==> config.mk <==
export PLATFORM = sky130hd
export DESIGN_NAME = dfs_traversal
export DESIGN_NICKNAME = d
export VERILOG_FILES = /design/src/rtl/dfs_traversal.sv
export SDC_FILE = /design/constraint.sdc
export NUM_CORES = 1
export LEC_CHECK = 0
export CAP_MARGIN = 20
export CORE_MARGIN = 2
export CORE_UTILIZATION = 30
export DETAILED_ROUTE_END_ITERATION = 8
export GPL_TIMING_DRIVEN = 0
export HOLD_SLACK_MARGIN = 0.02
export PLACE_DENSITY_LB_ADDON = 0.08
export REMOVE_ABC_BUFFERS = 1
export SLEW_MARGIN = 20
export SYNTH_ARGS = -nofsm -noshare
export SYNTH_HDL_FRONTEND = slang
export SYNTH_SLANG_ARGS = --single-unit
==> constraint.sdc <==
create_clock -name clk -period 2.3 [get_ports clk]
set_clock_uncertainty 0.05 [all_clocks]
set_input_delay 0.46 -clock clk [delete_from_list [all_inputs] [get_ports clk]]
set_output_delay 0.46 -clock clk [all_outputs]
set_load 0.01 [all_outputs]
==> src/rtl/dfs_traversal.sv <==
// Pre-order depth-first walker over a node memory, using an external stack for
// pending children and streaming leaf addresses out on a valid/ready port.
module dfs_traversal #(
  parameter int NODE_ADDR_WIDTH = 8,
  parameter int CHILD_CNT_WIDTH = 2
) (
  input  logic                                         clk,
  input  logic                                         reset,
  input  logic                                         start,
  input  logic [NODE_ADDR_WIDTH-1:0]                   root_addr,
  output logic                                         busy,
  output logic                                         done,
  output logic                                         overflow,
  output logic [NODE_ADDR_WIDTH-1:0]                   mem_addr,
  input  logic [NODE_ADDR_WIDTH+CHILD_CNT_WIDTH:0]     mem_rdata,
  output logic                                         leaf_valid,
  input  logic                                         leaf_ready,
  output logic [NODE_ADDR_WIDTH-1:0]                   leaf_addr,
  output logic                                         stk_push,
  output logic                                         stk_pop,
  output logic [NODE_ADDR_WIDTH-1:0]                   stk_data_in,
  input  logic [NODE_ADDR_WIDTH-1:0]                   stk_data_out,
  input  logic                                         stk_just_popped,
  input  logic                                         stk_full,
  input  logic                                         stk_empty,
  output logic [3:0]                                   state_dbg
);

  localparam int AW = NODE_ADDR_WIDTH;
  localparam int CW = CHILD_CNT_WIDTH;
  localparam int MW = 1 + CW + AW;

  localparam logic [3:0] S_IDLE     = 4'd0;
  localparam logic [3:0] S_FETCH    = 4'd1;
  localparam logic [3:0] S_DECODE   = 4'd2;
  localparam logic [3:0] S_PUSH     = 4'd3;
  localparam logic [3:0] S_EMIT     = 4'd4;
  localparam logic [3:0] S_NEXT     = 4'd5;
  localparam logic [3:0] S_WAIT_POP = 4'd6;
  localparam logic [3:0] S_DRAIN    = 4'd7;
  localparam logic [3:0] S_DONE     = 4'd8;

  // Leaf handshake: a leaf transfers on a cycle where leaf_valid && leaf_ready;
  // leaf_addr is held stable while leaf_valid is high and leaf_ready is low.

  logic [3:0]    state;
  logic [AW-1:0] cur;
  logic [AW-1:0] first_child;
  logic [CW-1:0] cnt;

  logic          rd_is_leaf;
  logic [CW-1:0] rd_num_children;
  logic [AW-1:0] rd_first_child;

  assign rd_is_leaf      = mem_rdata[MW-1];
  assign rd_num_children = mem_rdata[AW +: CW];
  assign rd_first_child  = mem_rdata[AW-1:0];

  always_ff @(posedge clk) begin
    if (reset) begin
      state       <= S_IDLE;
      cur         <= '0;
      first_child <= '0;
      cnt         <= '0;
      overflow    <= 1'b0;
    end else begin
      case (state)
        S_IDLE: begin
          if (start) begin
            cur      <= root_addr;
            overflow <= 1'b0;
            state    <= S_FETCH;
          end
        end
        S_FETCH: state <= S_DECODE;
        S_DECODE: begin
          if (rd_is_leaf) begin
            state <= S_EMIT;
          end else if (rd_num_children == '0) begin
            state <= S_NEXT;
          end else begin
            first_child <= rd_first_child;
            cnt         <= rd_num_children;
            state       <= S_PUSH;
          end
        end
        S_PUSH: begin
          if (stk_full) begin
            overflow <= 1'b1;
            state    <= S_DRAIN;
          end else begin
            cnt <= cnt - CW'(1);
            if (cnt == CW'(1)) state <= S_NEXT;
          end
        end
        S_EMIT: begin
          if (leaf_ready) state <= S_NEXT;
        end
        S_NEXT: begin
          if (stk_empty) state <= S_DONE;
          else           state <= S_WAIT_POP;
        end
        S_WAIT_POP: begin
          // A missing pop acknowledge is a stack protocol fault; abort and flag it.
          if (stk_just_popped) begin
            cur   <= stk_data_out;
            state <= S_FETCH;
          end else begin
            overflow <= 1'b1;
            state    <= S_DONE;
          end
        end
        S_DRAIN: begin
          if (stk_empty) state <= S_DONE;
        end
        S_DONE:  state <= S_IDLE;
        default: state <= S_IDLE;
      endcase
    end
  end

  // Children are pushed highest index first so the lowest index pops first.
  assign stk_data_in = first_child + AW'(cnt) - AW'(1);
  assign stk_push    = (state == S_PUSH) && !stk_full;
  assign stk_pop     = ((state == S_NEXT) || (state == S_DRAIN)) && !stk_empty;

  assign busy       = (state != S_IDLE);
  assign done       = (state == S_DONE);
  assign mem_addr   = cur;
  assign leaf_valid = (state == S_EMIT);
  assign leaf_addr  = cur;
  assign state_dbg  = state;

endmodule
Yosys cells after proc, flatten, opt, wreduce, memory -nomap -nowiden
Cells that the tools add are included.

Output and inout bits: 34. Word-level logic and storage cells: 66. Register bits: 23. Input port bits: 34.

Add/subtract/negate cells: 3. Eq/ne operators: 19. Reduce and logical (&&, ||, !) cells: 16. Bitwise gates (word level): 2. Multiplexer cells: 21.

Operators with widths (count): $pmux 4 s8 (1); $mux 4 (7); $eq 4x3->1 const B (4); $mux 8 (2); $ne 2x2->1 const B (8); $pmux 8 s2 (1); $reduce_and 4->1 (3); $add 8x2->8 (1); $eq 4x2->1 const B (2); $sub 8x1->8 const B (1); $mux 2 (3); $mux 3 (2); $reduce_and 3->1 (2); $eq 4x1->1 const B (1); $eq 4x4->1 const B (1); $logic_not 4->1 (1); $pmux 2 s2 (1); $reduce_bool 2->1 (2); $reduce_bool 4->1 (1); $mux 1 (3); $ne 3x3->1 const B (1); $pmux 1 s3 (1); $reduce_bool 3->1 (1); $eq 2x1->1 const B (1); other kinds (7) (10).

Logic depth before layout (Yosys ltp)
Gate-level depths: netlist of run 1.

Depth in word-level cells: 4. Mapped depth: 10. Gate-level depth less buffers: 10.

Worst setup path after synthesis of run 1
No wires, ideal clock.

Path kind: flip-flop to output port. Start point: reg cnt[1]. End point: out stk_data_in[7]. Buffers on the path: 0. Path slack: -0.119 ns. Stages on the path, launching flop included: 11. Data required time: 1.790 ns. Data arrival time: 1.909 ns. Path through: dfxtp_1 > inv_1 > ha_1 > inv_1 > ha_1 > inv_1 > fa_1 > nor2b_1 > o31a_1 > or4_1 > nand3_1.

Word-level cells in the longest chain between the ends: 2.

RTL lines: start, declared (line 49) `logic [CW-1:0] cnt;`; start signal, assigned (line 83) `cnt <= rd_num_children;`; start signal, assigned (line 92) `cnt <= cnt - CW'(1);`; $add 8x2->8 (line 123) `assign stk_data_in = first_child + AW'(cnt) - AW'(1);`; $sub 8x1->8 (line 123); end, declared (line 21) `output logic [NODE_ADDR_WIDTH-1:0] stk_data_in,`.

Every way passes these cells.

Final worst setup path of run 1
Ends and elaborated chain as after synthesis.

==> results list, run 1 <==
* Transition time at the pin with the least slew margin: 868 ps
* Via count of the first global-routing pass: 1,338
* RSZ-0062 raised after global routing: true
- Measured against its own limit, the worst slew margin works out to 41.9%.
- Input and output buffers added on the ports amount to 67.
- Setup violations remaining at the end of the flow were counted as 5.
- The total overflow left after global routing is 0.
- Dividing the detail-routed via count by the number of cells gives 4.63.
- Multi-input combinational cell area: 992 um^2
* Layout filler cell count: 527
- Cell taking the most area after synthesis: sky130_fd_sc_hd__dfxtp_1
- The floorplan step set the die width to around 76 um.
- Syn-to-layout area delta: 55.6%
- Via count: 1,477
- Pre-Repair DR Iteration Count: 4
- After layout, the worst path uses 121% of the clock period.
- In this run the static leakage power is about 0.86 nW.
- Floorplan row count: 26
* Final nets: 294
- STA classifies the critical path startpoint as a flop.
* WHS: roughly 450 ps
- Number of clock buffers inserted by TritonCTS: 3
* Average cell area after synthesis: 8.54 um^2
- Total of flip-flops plus latches after synthesis: 23
* Maximum ir drop on the vdd rail: 392 uV
- The checks that failed: negative setup slack.
- Ratio of cells with drive above 1 in the final layout: a little over a fifth
- Top library cells by usage in the layout, fill and taps aside: sky130_fd_sc_hd__clkdlybuf4s50_1, sky130_fd_sc_hd__nor2_1, sky130_fd_sc_hd__mux2i_1
* Post-synthesis instance area: approximately 0.0016 mm^2
* Overall track demand over capacity in global routing: 13.7%
- The floorplan step defined a die boundary enclosing a little under 0.006 mm^2.
- The worst setup path is captured at an output pin.
- TritonCTS built the clock tree.
- Measured along the y axis, the die boundary spans 76.2 um.
- The repair_antennas step left the layout with diodes totalling 0.
- Portion of the post-synthesis area used by sequential elements: between 20% and 30%
* Antenna violations before repair: 0
- Hold crit path type: flop to flop
- Count of final hold-check violations: 0
* Area of the core region: approximately 0.005 mm^2
* Total length of routed wires: slightly below 4000 um
* Max cap viols: 0
* Number of warnings reported in the yosys synthesis log: 0
- At the end of routability-driven placement, the weighted congestion stood at 0.733.
* Biggest area contributors in the synthesized netlist: sky130_fd_sc_hd__dfxtp_1, sky130_fd_sc_hd__mux2i_1, sky130_fd_sc_hd__ha_1, sky130_fd_sc_hd__nor2_1, sky130_fd_sc_hd__inv_1
- CP arrival: 2270 ps
- Once detailed placement completed, the half-perimeter wirelength came to a little under 3000 um.
- Setup slack on the critical path of the routed design comes to -482 ps.
- Including well taps, the total number of placed cells is 304.
* FF+latch area: 480 um^2
- Number of synthesized flops with an enable pin: 0
* Result of the run: finished with violations
* Later-pin clock latency in the skew report: 260 ps
- Pin placement for this block handled 68 I/O pins.
* Power density over cell area: 928 mW/mm^2
- CTS placed an instance of sky130_fd_sc_hd__clkbuf_8 at the clock tree root.
* Top-area cell type share of the netlist area: 29.5%
- Hold repair after CTS inserted 0 buffers.
- In this run the deepest clock path goes through 2 buffers.
* Global-route wire length before repair: 6610 um
- Proportion of synthesized flip-flops having asynchronous set or reset: 0%
- Of all nets on the critical path, the largest fanout is 2.
- WL per Instance: 12.4 um
- The count of pins over their slew limit was 0.
- Required time worst endpoint: 1790 ps
- In this run, distinct cell masters in the synthesized netlist total 46.
* DRC Markers: 0
* Effective utilization at floorplan: 30.8%
- Start-to-end type of the worst setup path: flop to output pin
- Setup total negative slack on the finished layout was measured at -1250 ps.
* Number of H-tree branching levels: 1
- Highest Clock Rate: 359 MHz
* Pin count of the biggest net entering global routing: 22
* Residual antenna-violating net count after detailed routing: 0
- In this run, the number of DRC markers left after iteration 0 of detailed routing was 37.
- Number of instances in the synthesized netlist: 183
- Final instance count without filler cells: 319
* Commonest non-fill, non-tap cell in the layout: sky130_fd_sc_hd__clkdlybuf4s50_1
* Flop2flop setup slack: 400 ps
- Clock transition at the registers of the reported paths: about 80 ps
- For the finished layout, the period the worst path requires is 2780 ps.
* Commonest register cell after synthesis: sky130_fd_sc_hd__dfxtp_1
- The clock net in this run drives a total of 23 sinks.
-- cells by family after synthesis --
group | count (synthesis) | share of synthesized area (%)
and+or+nand+nor | 50 | 17.3
AOI/OAI and AO/OA | 42 | 19.5
buffers and inverters | 37 | 12.2
DFF | 23 | 29.5
muxes | 17 | 10.9
adders and majority gates | 10 | 8.49
xor gates and xnor gates | 4 | 2.24
-- what timing repair did --
item,in CTS,in global routing
setup buffers,7,4
pin swaps,7,6
resized for setup,46,8
endpoints found under the setup margin,12,17
cloned,0,0
-- state kept, by name (all words and copies together), names as in the netlist --
signal and flops:
overflow 1, leaf_addr 8, state_dbg 4, cnt 2, first_child 8
-- power breakdown --
| part | switching, mW | internal (mW) | total [mW] | leakage, nW |
|---|---|---|---|---|
| combinational | 0.572 | 0.769 | 1.34 | 0.643 |
| sequential | 0.160 | 0.504 | 0.664 | 0.193 |
| clock | 0.131 | 0.121 | 0.252 | 0.0255 |
| total | 0.862 | 1.39 | 2.26 | 0.861 |
-- metrics by stage --
stage / area, um^2 / setup WS, ps / power, mW / util [%]
6_report: 2430 / -482 / 2.26 / 47.9
3_3_place_gp: 2210 / -746 / 1.88 / 43.5
5_1_grt: 2430 / -607 / 2.44 / 47.9
4_1_cts: 2360 / -535 / 2.21 / 46.5
2_1_floorplan: 1450 / -119 / 1.26 / -
3_5_place_dp: 2230 / -767 / 1.89 / 43.9
-- final timing paths --
path,to,startpoint,depth (start not counted)
setup / recovery,stk_data_in[7],cnt[1],11
hold / removal,first_child[0],first_child[0],2
setup reg to reg,cnt[0],state_dbg[0],5
hold reg to reg,first_child[0],first_child[0],2
-- worst max-delay path: stages (launching register included) --
cell and delay [ps]:
sky130_fd_sc_hd__dfxtp_2 340, sky130_fd_sc_hd__inv_2 50, sky130_fd_sc_hd__ha_4 250, sky130_fd_sc_hd__inv_2 40
sky130_fd_sc_hd__ha_4 150, sky130_fd_sc_hd__inv_2 40, sky130_fd_sc_hd__fa_2 200, sky130_fd_sc_hd__nor2b_2 50
sky130_fd_sc_hd__o31a_1 280, sky130_fd_sc_hd__or4_1 400, sky130_fd_sc_hd__nand3_1 90, sky130_fd_sc_hd__buf_2 130
-- cell type report --
| class | count | share of cell area (%) |
|---|---|---|
| clock buffers | 3 | 1.70 |
| clock inverters | 1 | 0.206 |
| inverters | 20 | 3.09 |
| multi-input cells | 123 | 40.8 |
| flip-flops and latches | 23 | 19.8 |
| well taps | 70 | 3.60 |
| repair buffers | 79 | 30.8 |
-- routing by layer --
| layer | GRT usage (%) | part of all wire [%] | up-vias |
|---|---|---|---|
| met1 | 17.7 | 48 | 672 |
| met3 | 2.73 | 4.4 | 2 |
| met2 | 23.5 | 47 | 33 |
| met4 | 3.27 | 0.58 | 0 |
| met5 | 0 | 0 | - |
| li1 | - | - | 770 |
-- Yosys cell counts, types with 2 or more instances --
cell and instances:
sky130_fd_sc_hd__or4_1 2, sky130_fd_sc_hd__nor2b_1 3, sky130_fd_sc_hd__nand2b_1 2, sky130_fd_sc_hd__nor2_1 22, sky130_fd_sc_hd__a21oi_1 8, sky130_fd_sc_hd__inv_1 20, sky130_fd_sc_hd__clkbuf_1 4, sky130_fd_sc_hd__ha_1 9
sky130_fd_sc_hd__nand2_1 6, sky130_fd_sc_hd__buf_4 9, sky130_fd_sc_hd__o211ai_1 3, sky130_fd_sc_hd__buf_2 2, sky130_fd_sc_hd__a211oi_2 2, sky130_fd_sc_hd__buf_6 2, sky130_fd_sc_hd__nor3_1 2, sky130_fd_sc_hd__xnor2_1 3
sky130_fd_sc_hd__o21ai_0 9, sky130_fd_sc_hd__nand3_1 2, sky130_fd_sc_hd__mux2i_1 17, sky130_fd_sc_hd__dfxtp_1 23, sky130_fd_sc_hd__a211oi_1 8
Note: power is estimated with default switching activity, not from simulation.
==> inputs of run 2 (changes only) <==
--- a/config.mk
+++ b/config.mk
@@ -8,6 +8,7 @@
 export CAP_MARGIN = 20
 export CORE_MARGIN = 2
 export CORE_UTILIZATION = 30
+export CTS_CLUSTER_SIZE = 12
 export DETAILED_ROUTE_END_ITERATION = 8
 export GPL_TIMING_DRIVEN = 0
 export HOLD_SLACK_MARGIN = 0.02
==> results of run 2 <==
Same layout as run 1: the final DEF is identical, and so are final timing and power.
==> inputs of run 3 (changes only) <==
--- a/config.mk
+++ b/config.mk
@@ -5,6 +5,7 @@
 export SDC_FILE = /design/constraint.sdc
 export NUM_CORES = 1
 export LEC_CHECK = 0
+export ABC_CLOCK_PERIOD_IN_PS = 2300
 export CAP_MARGIN = 20
 export CORE_MARGIN = 2
 export CORE_UTILIZATION = 30
@@ -14,6 +15,7 @@
 export HOLD_SLACK_MARGIN = 0.02
 export PLACE_DENSITY_LB_ADDON = 0.08
 export REMOVE_ABC_BUFFERS = 1
+export SKIP_CTS_REPAIR_TIMING = 1
 export SLEW_MARGIN = 20
 export SYNTH_ARGS = -nofsm -noshare
 export SYNTH_HDL_FRONTEND = slang
==> results list, run 3 (same netlist as run 1, synthesis figures left out) <==
* Number of vias per cell: 4.67 (+0.90%)
* Later-pin clock latency in the skew report: 260 ps (about the same)
- The total iterations of the first detailed-routing run is 4 (unchanged).
* Final worst-path cycle share: 122% (+1.1 points)
- Critical path origin: cnt[1]
* WL per Instance: 12.4 um (+0.23%)
- The final hold violation count was 0 (unchanged).
* Syn-to-layout area delta: 53.9%
* Period minus WS final: 2810 ps (+24.5 ps)
* Max stage delay on crit path: 400 ps (about the same)
* Start-to-end type of the worst setup path: flop to output pin
- The detailed-route wire length was 3910 um (-1.3%).
- The count of pins over their slew limit came to 0 (unchanged).
* Overall track demand over capacity in global routing: 13.2% (-0.48 points)
- The worst IR drop on VDD came to 395 uV (+0.79%).
- The diode insertion count for antenna repair is 0 (unchanged).
- Number of setup violations in the final report: 4 (-1)
* Effective utilization at floorplan: 30.8% (unchanged)
- TritonCTS built the clock tree.
- X dimension of the die: 76.2 um (unchanged)
- CP arrival: 2300 ps (+30 ps)
* DPL Wire Length: 2950 um (unchanged)
* Max cap viols: 0 (unchanged)
* Number of clock buffers inserted by TritonCTS: 3 (unchanged)
- Walking the worst path, the cells encountered are inv_4 -> ha_4 -> inv_2 -> ha_4 -> inv_2 -> fa_2 -> nor2b_2 -> o31a_1 -> or4_1 -> nand3_1 -> buf_2.
* CP top delay family: adder cells
* Final instance count without filler cells: 314 (-1.6%)
- The final setup slack of the worst path was -507 ps (-24.5 ps).
- The static leakage is 0.837 nW (-2.7%).
* Pre-CTS setup slack: -767 ps (unchanged)
* Count of port buffers added during placement: 67 (unchanged)
* Ratio of cells with drive above 1 in the final layout: 20.1% (-1.6 points)
- The library cell used most frequently in the layout, excluding fill and tap cells, is sky130_fd_sc_hd__clkdlybuf4s50_1.
* Height of the chip: 76.2 um (unchanged)
- Final core area utilization: 47.4% (-0.52 points)
* Crit path launch type: flop
- Residual antenna-violating net count after detailed routing: 0 (unchanged)
- The initial antenna violation count was 0 (unchanged).
- The power per unit of standard cell area is 925 mW/mm^2 (-0.31%).
* Buffer levels on the longest clock path: 2 (unchanged)
* Highest Clock Rate: 356 MHz (-0.87%)
* Clock root cell: sky130_fd_sc_hd__clkbuf_8
* Number of H-tree branching levels: 1 (unchanged)
- Floorplan row count: 26 (unchanged)
- Total number of clock tree sinks: 23 (unchanged)
- The cell total after placement is 304 (unchanged).
- Result of the run: finished with violations
- In this run the critical register-to-register path is launched from state_dbg[0].
- The clock transition at the registers of the reported paths is 80 ps (about the same).
- Via count of the first global-routing pass: 1,289 (-3.7%)
- The total power of the final layout came to 2.23 mW (-1.4%).
* DRC Markers: 0 (unchanged)
- Via count: 1,467 (-0.68%)
- The total buffers and inverters traversed by the critical path was 4 (unchanged).
- Die area: 0.00580 mm^2 (unchanged)
- The worst endpoint required time was 1790 ps (about the same).
- Setup crit end kind: output pin
- Final nets: 289 (-1.7%)
- Transition time at the pin with the least slew margin: 862 ps (-6.86 ps)
* Slowest stage cell, crit path: sky130_fd_sc_hd__or4_1
- Overflow after GRT: 0 (unchanged)
- The headroom to the max-slew limit was 42.4% (+0.46 points).
* Origin of the worst min-delay path: first_child[0]
* Top library cells by usage in the layout, fill and taps aside: sky130_fd_sc_hd__clkdlybuf4s50_1, sky130_fd_sc_hd__nor2_1, sky130_fd_sc_hd__mux2i_1
- The number of DRC markers in iteration 0 came to 31 (-16%).
- The wire length of the first global-routing pass is 6390 um (-3.3%).
* RSZ-0062 raised after global routing: true
- The largest net degree at the start of global routing is 22 (unchanged).
* Area of the core region: 0.00507 mm^2 (unchanged)
* Crit-path max FO: 2 (unchanged)
- Hold crit path type: flop to flop
- GP Congestion: 0.733 (unchanged)
- The count of boundary I/O pins was 68 (unchanged).
- The checks that failed: negative setup slack.
-- run 3: changes by cell type in the layout (fill, tap and decap cells not counted), sizes merged --
cell / previous run / this run
buf: 18 / 12
clkbuf: 3 / 4
-- run 3: final cells by class --
type                    instances  area (um^2)
clock buffers                   3         41.3
clock inverters                 1         5.00
fillers                       536         2670
inverters                      20         77.6
multi-input cells             123          997
flip-flops and latches         23          480
well taps                      70         87.6
repair buffers                 74          716
-- run 3: metal layers --
| layer | GRT usage, % | routed length, um | vias to the layer above |
|---|---|---|---|
| li1 | - | - | 755 |
| met1 | 17.4 | 1890 | 675 |
| met2 | 22.2 | 1830 | 35 |
| met3 | 2.61 | 166 | 2 |
| met4 | 3.27 | 23 | 0 |
| met5 | 0 | 0 | - |
-- run 3: final timing paths --
path                                        to  slack [ps]  cells past startpoint
worst min register to register  first_child[0]         450                      2
worst min-delay path            first_child[0]         450                      2
worst max-delay path            stk_data_in[7]        -510                     11
worst max register to register          cnt[0]         410                      5
-- run 3: worst register-to-register path: stages, from the launching register on --
cell and delay (ps):
sky130_fd_sc_hd__dfxtp_4 420, sky130_fd_sc_hd__nand2b_1 240, sky130_fd_sc_hd__nor4_4 560, sky130_fd_sc_hd__buf_6 230, sky130_fd_sc_hd__a2bb2oi_1 160, sky130_fd_sc_hd__a211oi_1 80
-- run 3: metrics by stage --
step	hold WS [ps]	instance area [um^2]	TNS, ps
after global routing	484	2400	-1590
after detailed placement	436	2230	-3890
after floorplan	410	1450	-122
final	449	2400	-998
after global placement	430	2210	-11050
after CTS	460	2270	-4950
-- run 3: power by group --
group | total [mW] | internal, mW | switching (mW)
clock | 0.252 | 0.121 | 0.131
combinational | 1.31 | 0.743 | 0.565
sequential | 0.665 | 0.504 | 0.161
